===== src/rtl/i2c_target.sv =====
// I2C target with a 32-entry register pointer: a write transfer loads the
// pointer and then writes data bytes with auto-increment; a read transfer
// returns reg_rdata at the current pointer, auto-incrementing on each ACK.
// Optional SCL/SDA glitch filter is compiled in with I2C_TARGET_GLITCH_FILTER_EN.
//
// state     | meaning
// ----------+------------------------------------------------------------
// IDLE      | not addressed, SDA released, bits ignored until START
// ADDR      | shifting in 7-bit address + R/W
// ADDR_ACK  | address matched, driving ACK for the 9th clock
// PTR       | shifting in the register pointer byte
// PTR_ACK   | driving ACK for the pointer byte
// WDATA     | shifting in a write data byte
// WDATA_ACK | driving ACK for the data byte, pointer increments after it
// RDATA     | shifting out the byte loaded from reg_rdata
// RDATA_ACK | SDA released, sampling controller ACK/NACK
module i2c_target #(
   parameter logic [6:0] DEV_ADDR = 7'h3B,
   parameter int         FILT_LEN = 3
) (
   input  logic       clk,
   input  logic       reset,
   input  logic       i2c_scl_i,
   input  logic       i2c_sda_i,
   output logic       i2c_sda_t,
   output logic [4:0] reg_addr,
   output logic [7:0] reg_wdata,
   output logic       reg_write,
   input  logic [7:0] reg_rdata,
   output logic       busy,
   output logic       error
);

   typedef enum logic [3:0] {
      IDLE, ADDR, ADDR_ACK, PTR, PTR_ACK, WDATA, WDATA_ACK, RDATA, RDATA_ACK
   } state_t;

   logic [1:0] scl_sync_q, sda_sync_q;
   logic       scl_f, sda_f;
   logic       scl_p_q, sda_p_q;

   // two-flop synchronizers, idle bus level out of reset
   always_ff @(posedge clk) begin
      if (reset) begin
         scl_sync_q <= 2'b11;
         sda_sync_q <= 2'b11;
      end else begin
         scl_sync_q <= {scl_sync_q[0], i2c_scl_i};
         sda_sync_q <= {sda_sync_q[0], i2c_sda_i};
      end
   end

`ifdef I2C_TARGET_GLITCH_FILTER_EN
   localparam int CW = $clog2(FILT_LEN + 1);
   logic          scl_f_q, sda_f_q;
   logic [CW-1:0] scl_cnt_q, sda_cnt_q;

   // a line change is accepted only after FILT_LEN consecutive disagreeing samples
   always_ff @(posedge clk) begin
      if (reset) begin
         scl_f_q   <= 1'b1;
         sda_f_q   <= 1'b1;
         scl_cnt_q <= '0;
         sda_cnt_q <= '0;
      end else begin
         if (scl_sync_q[1] != scl_f_q) begin
            if (scl_cnt_q == CW'(FILT_LEN - 1)) begin
               scl_f_q   <= scl_sync_q[1];
               scl_cnt_q <= '0;
            end else begin
               scl_cnt_q <= scl_cnt_q + 1'b1;
            end
         end else begin
            scl_cnt_q <= '0;
         end
         if (sda_sync_q[1] != sda_f_q) begin
            if (sda_cnt_q == CW'(FILT_LEN - 1)) begin
               sda_f_q   <= sda_sync_q[1];
               sda_cnt_q <= '0;
            end else begin
               sda_cnt_q <= sda_cnt_q + 1'b1;
            end
         end else begin
            sda_cnt_q <= '0;
         end
      end
   end

   assign scl_f = scl_f_q;
   assign sda_f = sda_f_q;
`else
   assign scl_f = scl_sync_q[1];
   assign sda_f = sda_sync_q[1];
`endif

   // previous-sample flops for edge and START/STOP detection
   always_ff @(posedge clk) begin
      if (reset) begin
         scl_p_q <= 1'b1;
         sda_p_q <= 1'b1;
      end else begin
         scl_p_q <= scl_f;
         sda_p_q <= sda_f;
      end
   end

   logic scl_rise, scl_fall, start_det, stop_det;
   assign scl_rise  = scl_f & ~scl_p_q;
   assign scl_fall  = ~scl_f & scl_p_q;
   assign start_det = scl_f & scl_p_q & sda_p_q & ~sda_f;
   assign stop_det  = scl_f & scl_p_q & ~sda_p_q & sda_f;

   state_t     state_q, state_d;
   logic [2:0] bit_cnt_q, bit_cnt_d;
   logic [7:0] shift_q, shift_d;
   logic [7:0] rx_byte;
   logic [4:0] addr_q, addr_d;
   logic [7:0] wdata_q, wdata_d;
   logic       sda_t_q, sda_t_d;
   logic       write_q, write_d;
   logic       busy_q, busy_d;
   logic       error_q, error_d;
   logic       rw_q, rw_d;
   logic       wrote_q, wrote_d;
   logic       load_q, load_d;

   assign rx_byte = {shift_q[6:0], sda_f};

   // next-state and output logic; bus conditions win over data-bit edges
   always_comb begin
      state_d   = state_q;
      bit_cnt_d = bit_cnt_q;
      shift_d   = shift_q;
      addr_d    = addr_q;
      wdata_d   = wdata_q;
      sda_t_d   = sda_t_q;
      write_d   = 1'b0;
      error_d   = error_q;
      rw_d      = rw_q;
      wrote_d   = wrote_q;
      load_d    = 1'b0;
      // load one clk after entering RDATA so an incremented pointer is seen
      if (load_q) shift_d = reg_rdata;
      if (start_det) begin
         state_d   = ADDR;
         bit_cnt_d = '0;
         sda_t_d   = 1'b1;
         wrote_d   = 1'b0;
      end else if (stop_det) begin
         if (state_q == WDATA && !wrote_q) error_d = 1'b1;
         state_d = IDLE;
         sda_t_d = 1'b1;
      end else if (scl_rise) begin
         case (state_q)
            ADDR, PTR, WDATA: begin
               shift_d   = rx_byte;
               bit_cnt_d = bit_cnt_q + 3'd1;
               if (bit_cnt_q == 3'd7) begin
                  if (state_q == ADDR) begin
                     if (rx_byte[7:1] == DEV_ADDR) begin
                        state_d = ADDR_ACK;
                        rw_d    = rx_byte[0];
                     end else begin
                        state_d = IDLE;
                     end
                  end else if (state_q == PTR) begin
                     addr_d  = rx_byte[4:0];
                     state_d = PTR_ACK;
                  end else begin
                     wdata_d = rx_byte;
                     write_d = 1'b1;
                     wrote_d = 1'b1;
                     state_d = WDATA_ACK;
                  end
               end
            end
            ADDR_ACK: begin
               state_d = rw_q ? RDATA : PTR;
               load_d  = rw_q;
            end
            PTR_ACK:   state_d = WDATA;
            WDATA_ACK: begin
               addr_d  = addr_q + 5'd1;
               state_d = WDATA;
            end
            RDATA: begin
               bit_cnt_d = bit_cnt_q + 3'd1;
               if (bit_cnt_q == 3'd7) state_d = RDATA_ACK;
            end
            RDATA_ACK: begin
               if (!sda_f) begin
                  addr_d  = addr_q + 5'd1;
                  state_d = RDATA;
                  load_d  = 1'b1;
               end else begin
                  state_d = IDLE;
               end
            end
            default: ;
         endcase
      end else if (scl_fall) begin
         case (state_q)
            ADDR_ACK, PTR_ACK, WDATA_ACK: sda_t_d = 1'b0;
            RDATA: begin
               sda_t_d = shift_q[7];
               shift_d = {shift_q[6:0], 1'b1};
            end
            default: sda_t_d = 1'b1;
         endcase
      end
      busy_d = (state_d != IDLE) && (state_d != ADDR);
   end

   // protocol state register
   always_ff @(posedge clk) begin
      if (reset) begin
         state_q   <= IDLE;
         bit_cnt_q <= '0;
         shift_q   <= '0;
         addr_q    <= '0;
         wdata_q   <= '0;
         sda_t_q   <= 1'b1;
         write_q   <= 1'b0;
         busy_q    <= 1'b0;
         error_q   <= 1'b0;
         rw_q      <= 1'b0;
         wrote_q   <= 1'b0;
         load_q    <= 1'b0;
      end else begin
         state_q   <= state_d;
         bit_cnt_q <= bit_cnt_d;
         shift_q   <= shift_d;
         addr_q    <= addr_d;
         wdata_q   <= wdata_d;
         sda_t_q   <= sda_t_d;
         write_q   <= write_d;
         busy_q    <= busy_d;
         error_q   <= error_d;
         rw_q      <= rw_d;
         wrote_q   <= wrote_d;
         load_q    <= load_d;
      end
   end

   assign i2c_sda_t = sda_t_q;
   assign reg_addr  = addr_q;
   assign reg_wdata = wdata_q;
   assign reg_write = write_q;
   assign busy      = busy_q;
   assign error     = error_q;

endmodule


===== config.mk =====
export PLATFORM = sky130hd
export DESIGN_NAME = i2c_target
export DESIGN_NICKNAME = d
export VERILOG_FILES = /design/src/rtl/i2c_target.sv
export SDC_FILE = /design/constraint.sdc
export NUM_CORES = 1
export LEC_CHECK = 0
export CAP_MARGIN = 30
export CORE_UTILIZATION = 40
export DETAILED_ROUTE_END_ITERATION = 10
export PLACE_DENSITY_LB_ADDON = 0.12
export RECOVER_POWER = 25
export SLEW_MARGIN = 40
export SYNTH_ARGS = -nofsm -noshare
export SYNTH_HDL_FRONTEND = slang
export SYNTH_SLANG_ARGS = --single-unit

===== constraint.sdc =====
create_clock -name clk -period 2.4 [get_ports clk]
set_input_delay 0.24 -clock clk [delete_from_list [all_inputs] [get_ports clk]]
set_output_delay 0.24 -clock clk [all_outputs]
set_load 0.01 [all_outputs]

======== Word level (Yosys, flattened, before mapping) ========
Cells that the tools add are included.
storage, ports and cells
  flip-flop bits (word level) ............. 41
  input port bits ......................... 12
  output and inout bits ................... 17
  logic and storage cells ................. 98
operators by class
  add/subtract/negate cells ............... 2
  equality and inequality tests ........... 15
  multiplexer cells ....................... 27
  bitwise operators ....................... 18
  reductions and logical operators ........ 20
operators by type and width
  cell                                                 number
  2-to-1 mux 8 bit                                     7
  2-to-1 mux 4 bit                                     6
  2-to-1 mux 5 bit                                     4
  one-hot mux 4 bit (5 select lines)                   1
  equality test 4 x 3 -> 1 bit, second input constant  4
  one-hot mux 5 bit (3 select lines)                   1
  AND reduction 7 bit                                  2
  NOT 1 bit                                            11
  OR reduction 3 bit                                   3
  equality test 4 x 2 -> 1 bit, second input constant  2
  != test 2 bit, second input constant                 4
  AND reduction 8 bit                                  1
  OR reduction 4 bit                                   2
  bitwise AND 1 bit                                    7
  equality test 7 x 6 -> 1 bit, second input constant  1
  OR reduction 7 bit                                   1
  2-to-1 mux 3 bit                                     2
  AND reduction 3 bit                                  2
  AND reduction 6 bit                                  1
  adder 5 x 1 -> 5 bit, second input constant          1
  equality test 4 x 1 -> 1 bit, second input constant  1
  equality test 4 bit, second input constant           1
  2-to-1 mux 2 bit                                     2
  != test 4 x 1 -> 1 bit, second input constant        1
  other kinds (10)                                     14

======== Logic depth before layout (Yosys ltp) ========
  depth in word-level cells ............... 10
  depth in mapped cells ................... 9
  depth with buffers taken out ............ 7

======== Worst setup path before layout ========
OpenSTA, ideal clock, no wires.
  path kind ............................... flip-flop to flip-flop
  from .................................... register bit_cnt_q[0]
  to ...................................... register busy_q (netlist: busy)
  setup time .............................. 127 ps
  data arrival time ....................... 1592 ps
  required time ........................... 2273 ps
  slack ................................... 681 ps
  cell stages (with the launch flop) ...... 9
  path buffers ............................ 1
  period minus slack after synthesis ...... 1719 ps
  path through ............................ dfxtp_1 ha_1 ha_1 buf_2 nand4b_1 a31oi_1 a211oi_1 o41ai_1 or3_1
on the way
  cells in the longest elaborated chain, start to end .. 8
  elaborated cells on any way between the ends .. 10
  those cells by class .................... eq/ne: 2; mux: 6; reduce/logical: 2
RTL lines
  item                                                                 RTL line  RTL
  start: declaration                                                   114       logic [2:0] bit_cnt_q, bit_cnt_d;
  start signal: assignment                                             231       bit_cnt_q <= bit_cnt_d;
  equality test 3 bit (*)                                              158, 188
  2-to-1 mux 4 bit (on tied branches)                                  188, 158
  one-hot mux 4 bit (5 select lines) (*)                               154       case (state_q)
  2-to-1 mux 4 bit (*)                                                 153       end else if (scl_rise) begin
  2-to-1 mux 4 bit (*)                                                 149       end else if (stop_det) begin
  2-to-1 mux 4 bit (*)                                                 144       if (start_det) begin
  != test 4 x 1 -> 1 bit / nonzero test 4 bit (equally long branches)  211       busy_d = (state_d != IDLE) && (state_d != ADDR);
  logical AND 1 bit (*)                                                211
  end signal: assignment                                               237       busy_q <= busy_d;
  end: declaration                                                     121       logic busy_q, busy_d;
Mark *: on every way between the ends. The rest lies on a longest branch, timed or not.
A chain may end at the register's enable or synchronous reset.

======== Worst setup path after layout ========
  from .................................... register state_q[1]
  to ...................................... register addr_q[0] (netlist: reg_addr[0])
on the way
  cells in the longest elaborated chain, start to end .. 4
  elaborated cells on any way between the ends .. 13
  those cells by class .................... eq/ne: 9; mux: 1; reduce/logical: 3
RTL lines
  item                                                                  RTL line  RTL
  start: declaration                                                    113       state_t state_q, state_d;
  start signal: assignment                                              230       state_q <= state_d;
  equality test 4 x 3 -> 1 bit, or another cell as far along            154
  OR reduction 3 bit                                                    154
  != test 2 bit (no line) / nonzero test 3 bit (equally long branches)  -
  AND reduction 8 bit (no line)                                         -
  end signal: assignment                                                233       addr_q <= addr_d;
  end: declaration                                                      117       logic [4:0] addr_q, addr_d;
Parallel ways exist; a longest one is shown, timed or not.

==> impl_metrics.json <==
{
  "crit-reg2reg-capture": "reg_addr[0]$_SDFFE_PP0P_",
  "total_track_usage_pct": 18.2,
  "synth_enable_flop_cells": 0,
  "maxCapViolCount": 0,
  "path_buf_inv": 0,
  "num_antenna_cells": 0,
  "post_synth_most_frequent_cells": "41 x dfxtp_1, 30 x nor2_1, 21 x mux2i_1",
  "design.core.area_sq_um": 4750,
  "finalMaxSlewViolations": 0,
  "status": "finished, final reports clean",
  "slowest_stage": "dfxtp_1",
  "grt_start_max_net_pins": 32,
  "fin_nets": 257,
  "muxShareOfSynthArea_pct": 11.1,
  "hold_ws_ps": 415,
  "fp.dieH_um": 72.6,
  "first_pass_grt_wire_length_um": 7310,
  "synth_xor_xnor_area_share_pct": 1.76,
  "numCtsBuffers": 5,
  "ios": 29,
  "antenna_found_initial": 0,
  "cp_data_arrival_time_ps": 2340,
  "worstMarginPinSlew_ps": 1290,
  "holdPathStages": 1,
  "synth.yosys.warnings": 0,
  "hpwl_um": 3030,
  "clock_tree.root_cell": "clkbuf_8",
  "criticalPathCategory": "flip-flop to flip-flop",
  "clock_sink_count": 41,
  "count_of_filler_cells_inserted_in_the_layout": 489,
  "die-area_sq_um": 5270,
  "dominant_combinational_cell_family_by_area_after_synthesis": "simple AND/OR/NAND/NOR gates",
  "netlist-cell-type-count": 45,
  "dr_drc_count": 0,
  "worst-endpoint-required_ps": 2610,
  "finalWorstPathRequiredPeriod_ps": 2130,
  "yosysTopAreaCellShare_pct": 41.2,
  "synth_sequential_area_ratio_pct": 41.2,
  "gr-total-overflow": 0,
  "total_power_uw": 1220,
  "synth-compound-area-share_pct": 17.1,
  "mappedNetlistNets": 238,
  "count_of_standard_cell_rows": 25,
  "worst_ir_drop_on_vdd_uv": 337,
  "rsz0062_at_grt": "false",
  "fin_skew_ps": 3.35,
  "worstHoldPathType": "flip-flop to flip-flop",
  "cts_setup_buffers": 0,
  "antenna_left": 0,
  "via_count": 1655,
  "detail_route.vias_per_cell": 5.34,
  "cells_taking_the_most_area_after_synthesis": "dfxtp_1 41%, mux2i_1 11%, nor2_1 5.6%",
  "crit_family": "compound AO/OA/AOI/OAI gates",
  "yosys.cell_count.top_type": "dfxtp_1",
  "rr_startpoint": "state_q[1]$_SDFF_PP0_",
  "tritoncts": "done",
  "fin_setup_tns_ps": 0,
  "areaGrowthSynthToFinish_pct": 18.8,
  "worst_path_largest_cell_delay_ps": 640,
  "crit_path_cell_trace": "and2_1 > a22oi_2 > a211o_1 > a211o_1 > a21oi_1",
  "setup_viol_count_final": 0,
  "final.period_utilization_pct": 88.8,
  "synthFlopType": "dfxtp_1",
  "worst-r2r-cell-count": 5,
  "first_iter_violations": 101,
  "slew_headroom_pct": 14.2,
  "timing_hold_violations_final": 0,
  "synth_seq_cells": 41,
  "ys_async_sr_fraction_pct": 0,
  "post_synth_instance_area_sq_um": 1990,
  "final_standard_cell_area_without_fillers_sq_um": 2370,
  "worstSetupEndpointType": "flip-flop",
  "drive_above_1_share_pct": 8.64,
  "critical_path.max_fanout": 14,
  "clk_transition_reported_paths_ps": 80,
  "leakagePower_uw": 0.000910,
  "number_of_hold_buffers_added_after_cts": 0,
  "power_density_nw_per_um2": 513,
  "synth_area_leader": "dfxtp_1",
  "reg2reg_setup_slack_ps": 270,
  "horizontal_die_dimension_um": 72.6,
  "postSynthAreaPerCell_sq_um": 8.94,
  "grt_pass1_vias": 1521,
  "placement.cell_area_sq_um": 2290,
  "avgRoutedWirePerCell_um": 14.4,
  "detailedRoute.firstPassIterationCount": 4,
  "critPathLaunchType": "flip-flop",
  "multiInputGateArea_sq_um": 1050,
  "h_tree_levels": 2,
  "synthSimpleGateAreaFrac_pct": 21.0,
  "layout.area.seq_sq_um": 821,
  "post_synth_fa_ha_maj_area_fraction_pct": 1.88,
  "timing.hold.worst_endpoint": "scl_sync_q[1]$_SDFF_PP1_",
  "max_freq_mhz": 469,
  "postSynthCellCount": 223,
  "clock_path_buffers": 2,
  "port_buffers": 28,
  "hp-start": "scl_sync_q[0]$_SDFF_PP1_",
  "effective_utilization_at_floorplan_pct": 41.9,
  "postRouteWirelength_um": 4470,
  "critPathMostFrequentCell": "a211o_1",
  "clock_insertion_delay_worst_skew_ps": 290,
  "routabilityCongestion": 0.825,
  "number_of_resized_instances_in_the_post_cts_repair_step": 0
}
==> state kept, by name, summed over array words and instances (netlist names) <==
| name | flops |
|---|---|
| state_q | 4 |
| i2c_sda_t | 1 |
| sda_p_q | 1 |
| wrote_q | 1 |
| reg_wdata | 8 |
| load_q | 1 |
| sda_sync_q | 2 |
| scl_p_q | 1 |
| error | 1 |
| shift_q | 8 |
| reg_write | 1 |
| busy | 1 |
| bit_cnt_q | 3 |
| reg_addr | 5 |
| rw_q | 1 |
| scl_sync_q | 2 |
==> worst max-delay path by stage <==
stage	from	end	slack, ps	cells after the start
after global routing	bit_cnt_q[0]$_SDFFE_PP0P_	busy$_SDFF_PP0_	90	7
after CTS	bit_cnt_q[0]$_SDFFE_PP0P_	busy$_SDFF_PP0_	280	7
final	state_q[1]$_SDFF_PP0_	reg_addr[0]$_SDFFE_PP0P_	270	5
after global placement	bit_cnt_q[0]$_SDFFE_PP0P_	busy$_SDFF_PP0_	300	7
after detailed placement	bit_cnt_q[0]$_SDFFE_PP0P_	busy$_SDFF_PP0_	320	7
after floorplan	bit_cnt_q[0]$_SDFFE_PP0P_	busy$_SDFF_PP0_	680	8
==> layer usage <==
| layer | track usage (%) | routed length [um] |
|---|---|---|
| met3 | 5.11 | 226 |
| met1 | 25.3 | 2250 |
| met2 | 26.8 | 1960 |
| met5 | 0 | 0 |
| met4 | 6.75 | 33 |
==> report_power, final <==
part	switching, uW	internal [uW]	total [uW]
logic	32.5	32.5	65.0
clock network	252	201	453
registers	11.3	686	697
==> kinds of logic (layout without fill, tap and decap cells) <==
family	Yosys count	after routing
AND/OR/NAND/NOR	79	79
adder cells (fa/ha/maj)	3	3
XOR/XNOR	4	4
buffers and inverters	25	45
multiplexers	22	22
AO/OA/AOI/OAI	49	49
flip-flops	41	41
==> final cells by class <==
type | count | share of cell area (%)
timing repair buffer | 32 | 12.9
inverter | 5 | 0.792
sequential | 41 | 34.6
multi-input combinational | 157 | 44.5
tap | 67 | 3.54
clock buffer | 5 | 2.90
clock inverter | 3 | 0.739
==> worst reg2reg max path: stages (launching register included) <==
cell	delay, ps
dfxtp_1	640
and2_1	320
a22oi_2	190
a211o_1	480
a211o_1	310
a21oi_1	110
==> layout by cell type, fill, tap and decap left out, types with 4 or more instances in the layout <==
master / Yosys / routed
a31oi_1: 4 / 4
dlygate4sd3_1: 0 / 9
or2_2: 6 / 6
clkbuf_8: 0 / 5
a21oi_1: 8 / 8
o21ai_0: 9 / 9
nor2_1: 30 / 30
clkdlybuf4s50_1: 0 / 19
a211oi_1: 9 / 9
nand2b_1: 5 / 5
nand2_1: 8 / 8
mux2i_1: 21 / 21
inv_1: 5 / 5
dfxtp_1: 41 / 41
==> stage by stage <==
step | util (%) | worst slack [ps] | cells
finish | 49.8 | 269 | 310
global route | 49.8 | 88.9 | 310
CTS | 49.9 | 285 | 310
detailed placement | 48.1 | 322 | 302
global placement | 48.1 | 302 | 302
floorplan | - | 681 | 223
(Power assumes the default switching activity.)
